[src/rtl/mem_arbiter.sv]
// Arbitrates off-chip main memory between the I-side and D-side memory systems:
// round-robin, non-preemptive block-fill grants plus D-side write-through stores issued while idle.
module mem_arbiter #(
    parameter int unsigned BLOCK_WORDS = 8
) (
    input  logic        clk,
    input  logic        rst,
    input  logic        icache_busy,
    input  logic [15:0] icache_addr,
    input  logic        dcache_busy,
    input  logic [15:0] dcache_addr,
    input  logic        dcache_wr_req,
    input  logic [15:0] dcache_wr_addr,
    input  logic [15:0] dcache_wr_data,
    input  logic        mem_data_valid,
    output logic        icache_proceed,
    output logic        dcache_proceed,
    output logic        icache_data_valid,
    output logic        dcache_data_valid,
    output logic        mem_enable,
    output logic        mem_wr,
    output logic [15:0] mem_addr,
    output logic [15:0] mem_data_in,
    output logic        wr_stall
);
    localparam int unsigned CNT_W = (BLOCK_WORDS > 1) ? $clog2(BLOCK_WORDS) : 1;

    localparam logic [1:0] IDLE    = 2'b00;
    localparam logic [1:0] GRANT_I = 2'b01;
    localparam logic [1:0] GRANT_D = 2'b10;

    localparam logic SIDE_I = 1'b0;
    localparam logic SIDE_D = 1'b1;

    logic [1:0]       state_q, state_d;
    logic             last_grant_q, last_grant_d;
    logic [CNT_W-1:0] cnt_q, cnt_d;

    // Reset leaves D as the last grant so the I-side wins the first tie.
    always_ff @(posedge clk or posedge rst) begin
        if (rst) begin
            state_q      <= IDLE;
            last_grant_q <= SIDE_D;
            cnt_q        <= '0;
        end else begin
            state_q      <= state_d;
            last_grant_q <= last_grant_d;
            cnt_q        <= cnt_d;
        end
    end

    // Grant selection and fill counting; the counter wraps to zero on the last word.
    always_comb begin
        state_d      = state_q;
        last_grant_d = last_grant_q;
        cnt_d        = cnt_q;
        case (state_q)
            IDLE: begin
                if (icache_busy && (!dcache_busy || (last_grant_q == SIDE_D))) begin
                    state_d      = GRANT_I;
                    last_grant_d = SIDE_I;
                end else if (dcache_busy) begin
                    state_d      = GRANT_D;
                    last_grant_d = SIDE_D;
                end
            end
            GRANT_I, GRANT_D: begin
                if (mem_data_valid) begin
                    cnt_d = cnt_q + CNT_W'(1);
                    if (cnt_q == CNT_W'(BLOCK_WORDS - 1)) begin
                        state_d = IDLE;
                    end
                end
            end
            default: begin
                state_d = IDLE;
                cnt_d   = '0;
            end
        endcase
    end

    // Memory steering; stores only go out while idle and never while reset is held.
    always_comb begin
        icache_proceed    = 1'b0;
        dcache_proceed    = 1'b0;
        icache_data_valid = 1'b0;
        dcache_data_valid = 1'b0;
        mem_enable        = 1'b0;
        mem_wr            = 1'b0;
        mem_addr          = 16'h0000;
        mem_data_in       = 16'h0000;
        case (state_q)
            IDLE: begin
                if (dcache_wr_req && !rst) begin
                    mem_enable  = 1'b1;
                    mem_wr      = 1'b1;
                    mem_addr    = dcache_wr_addr;
                    mem_data_in = dcache_wr_data;
                end
            end
            GRANT_I: begin
                icache_proceed    = 1'b1;
                icache_data_valid = mem_data_valid;
                mem_enable        = icache_busy;
                mem_addr          = icache_addr;
            end
            GRANT_D: begin
                dcache_proceed    = 1'b1;
                dcache_data_valid = mem_data_valid;
                mem_enable        = dcache_busy;
                mem_addr          = dcache_addr;
            end
            default: ;
        endcase
        wr_stall = dcache_wr_req && (state_q != IDLE);
    end
endmodule

[config.mk]
export PLATFORM = sky130hd
export DESIGN_NAME = mem_arbiter
export DESIGN_NICKNAME = d
export VERILOG_FILES = /design/src/rtl/mem_arbiter.sv
export SDC_FILE = /design/constraint.sdc
export NUM_CORES = 1
export LEC_CHECK = 0
export ABC_AREA = 1
export ABC_CLOCK_PERIOD_IN_PS = 1700
export CAP_MARGIN = 10
export CORE_UTILIZATION = 30
export DETAILED_ROUTE_END_ITERATION = 7
export PLACE_DENSITY_LB_ADDON = 0.05
export SLEW_MARGIN = 20
export SYNTH_ARGS = -nofsm -noshare
export SYNTH_HDL_FRONTEND = slang
export SYNTH_SLANG_ARGS = --single-unit
[constraint.sdc]
create_clock -name clk -period 1.7 [get_ports clk]
set_input_delay 0.34 -clock clk [delete_from_list [all_inputs] [get_ports clk]]
set_output_delay 0.34 -clock clk [all_outputs]
set_load 0.005 [all_outputs]
==> metrics.log <==
[metrics] maximum number of pins on one net before global-route repair: 18
[metrics] category of the most critical setup path: reg2out
[metrics] via count of the first global-routing pass: 1646
[metrics] CTS buffer count: 3
[metrics] Avg Inst Size Synth: 5.28 µm²
[metrics] aggregate routed wire length: 5000 µm
[metrics] routed vias/inst: 4.51
[metrics] delay-heaviest family, CP: flip-flops
[metrics] H-tree levels: 1
[metrics] pwr dens: 1000 mW/mm²
[metrics] quantity of I/O buffers inserted on ports: 108
[metrics] Clock transition at path regs: 0.05 ns
[metrics] synth-to-layout area growth: 137%
[metrics] cell count after synthesis: 207
[metrics] wire length of the first global-routing pass: 7820 µm
[metrics] unrepaired setup endpoints after global routing: true
[metrics] worst hold margin: 0.203 ns
[metrics] # setup viols final: 34
[metrics] half-perimeter wire length after placement: 3400 µm
[metrics] most common cell after layout, fill and taps aside: sky130_fd_sc_hd__clkdlybuf4s50_1
[metrics] max incr delay on CP: 0.44 ns
[metrics] CORE AREA: 0.00342 mm²
[metrics] outcome: finished with violations
[metrics] Rel. slew slack: 82.9%
[metrics] kind of start point of the critical path: flop
[metrics] fraction of power spent switching nets: 45.2%
[metrics] max-cap violations: 0
[metrics] global-route total usage across every layer: 24.8%
[metrics] Worst Tran Pin Value: 0.256 ns
[metrics] sequential cell fraction of total power: 9.5%
[metrics] Syn Std Cell Area: 0.00109 mm²
[metrics] clock tree from TritonCTS: done
[metrics] Synth Net Count: 285
[metrics] die height: 62.3 µm
[metrics] buffer and inverter count on the worst path: 3
[metrics] post-cts hold buffer count: 0
[metrics] maximum clock frequency: 536 MHz
[metrics] GP Congestion: 0.835
[metrics] distinct cell type count after synthesis: 18
[metrics] combinational fraction of design power: 85.0%
[metrics] number of antenna violations at the first check in global routing: 0
[metrics] commonest cells after routing, fill and taps aside: sky130_fd_sc_hd__clkdlybuf4s50_1, sky130_fd_sc_hd__nand2_1, sky130_fd_sc_hd__inv_1
[metrics] power after layout: 0.00260 W
[metrics] internal power: 0.00142 W
[metrics] data arrival time at the worst-slack endpoint: 1.53 ns
[metrics] Net Switching: 0.00118 W
[metrics] clock group share of total power: 5.5%
[metrics] remaining global-route overflow: 0
[metrics] chain of cells forming the critical path: inv_4 -> ha_4 -> buf_12 -> nand3_1 -> a21oi_1 -> buf_2
[metrics] first drt pass iteration count: 4
[metrics] minimum clock period: 1.87 ns
[metrics] Clock Sinks: 6
[metrics] latest clock arrival within the worst-skew pair: 0.25 ns
[metrics] Peak supply drop: 829 µV
[metrics] floorplan die width: 62.3 µm
[metrics] initial core utilization: 32.0%
[metrics] fraction of layout instances using a drive strength above 1: 39.1%
[metrics] total number of nets in the final design: 422
[metrics] total of warnings raised by yosys: 0
[metrics] ANT nets after route: 0
[metrics] count of standard-cell rows: 21
[metrics] maximum fanout along the worst path: 7
[metrics] required time reported for the critical path endpoint: 1.36 ns
[metrics] type of destination of the critical path: primary output
[metrics] sequential area share after synthesis: 13.9%
[metrics] startpoint of the most critical register-to-register path: state_q[0]
[metrics] number of synthesized register bits: 6
[metrics] I/O pin count: 109
[metrics] maximum number of buffers from clock root to sink: 2
[metrics] violations in the final reports: setup timing
[metrics] final cycle utilization of the critical path: 110%
[metrics] Final Hold Fails: 0
[metrics] die footprint: 0.00389 mm²
[metrics] Antenna Cells: 0
[metrics] hold crit path type: in2async
[metrics] fin util: 75.8%
[metrics] post-route DRC violation count: 0
[metrics] crit path max-delay cell type: sky130_fd_sc_hd__dfrtp_2
[metrics] via total after detailed routing: 1753
[metrics] CP Launch Point: state_q[0]
[metrics] leak pwr: 1.33 nW
[metrics] First DRT Iteration DRCs: 58
[metrics] number of max-slew violations in the final report: 0
[metrics] routed length per instance: 12.9 µm
[metrics] Post-Route Skew: 0.00472 ns
[metrics] CTS root buf: sky130_fd_sc_hd__clkbuf_4
[metrics] slack of the critical path: -0.166 ns
==> sequential cells by signal, summed over array words and instances, names as in the netlist <==
register / count
last_grant_q: 1
state_q: 2
cnt_q: 3
==> layout make-up <==
class,count,area (µm²)
repair buffers,141,1220
multi-input cells,147,958
fillers,269,828
inverters,45,171
flip-flops and latches,6,153
well taps,46,57.6
clock buffers,4,26.3
==> cells by family after synthesis <==
logic type	Yosys count	share of synthesized area (%)
simple gates	117	44.1
buf+inv	55	22.6
compound gates	21	10.3
fa+ha+maj	8	9.16
flops	6	13.9
==> Yosys cell counts <==
library cell | count | share of area (%)
sky130_fd_sc_hd__nand2_1 | 73 | 25
sky130_fd_sc_hd__nand3_1 | 17 | 7.8
sky130_fd_sc_hd__a21oi_1 | 16 | 7.3
sky130_fd_sc_hd__buf_2 | 1 | 0.46
sky130_fd_sc_hd__nor2_4 | 1 | 1.0
sky130_fd_sc_hd__nand3_2 | 1 | 0.92
sky130_fd_sc_hd__dfstp_2 | 1 | 2.4
sky130_fd_sc_hd__nand2_4 | 1 | 1.0
sky130_fd_sc_hd__buf_6 | 3 | 3.1
sky130_fd_sc_hd__nor2_1 | 24 | 8.2
sky130_fd_sc_hd__inv_1 | 45 | 15
sky130_fd_sc_hd__ha_1 | 8 | 9.2
sky130_fd_sc_hd__buf_4 | 4 | 2.7
sky130_fd_sc_hd__clkbuf_2 | 1 | 0.46
sky130_fd_sc_hd__o21ai_0 | 3 | 1.4
sky130_fd_sc_hd__dfrtp_1 | 5 | 11
sky130_fd_sc_hd__a21oi_2 | 2 | 1.6
sky130_fd_sc_hd__clkbuf_1 | 1 | 0.34
==> power by group through the flow <==
stage	Combinational (W)	Sequential, W	Clock (W)
2_1_floorplan	0.000895	0.000238	0
6_report	0.00221	0.000247	0.000143
4_1_cts	0.00215	0.000246	0.000148
3_5_place_dp	0.00189	0.000239	0
5_1_grt	0.00242	0.000253	0.000155
3_3_place_gp	0.00188	0.000235	0
==> path summary, 6_finish.rpt <==
path                                end  cells after the start  slack, ns
max                        mem_addr[15]                      6      -0.17
min                            cnt_q[1]                      2       0.20
max reg2reg                    cnt_q[0]                      9       0.23
min reg2reg                    cnt_q[2]                      2       0.49
max in group asynchronous  last_grant_q                      2       1.23
min in group clk               cnt_q[2]                      2       0.49
==> layer usage <==
metal | track usage (%) | up-vias | wire [µm]
met1 | 27.8 | 801 | 2100
li1 | - | 885 | -
met5 | 0 | - | 0
met3 | 5.33 | 4 | 277
met2 | 48.1 | 63 | 2590
met4 | 3.49 | 0 | 36
==> what timing repair did <==
action / in CTS / in global routing
setup buffers: 11 / 1
pin swaps: 22 / 17
cloned: 3 / 0
setup endpoints to repair: 39 / 39
resized for setup: 200 / 40
==> per-stage QoR <==
step	TNS [ns]	area [µm²]	instances	worst slack, ns
2_1_floorplan	0	1090	207	0.0819
3_3_place_gp	-16.65	2340	372	-0.538
3_5_place_dp	-16.81	2340	372	-0.525
4_1_cts	-2.05	2490	390	-0.155
5_1_grt	-5.44	2590	389	-0.230
6_report	-2.95	2590	389	-0.166
(Power assumes the default switching activity.)
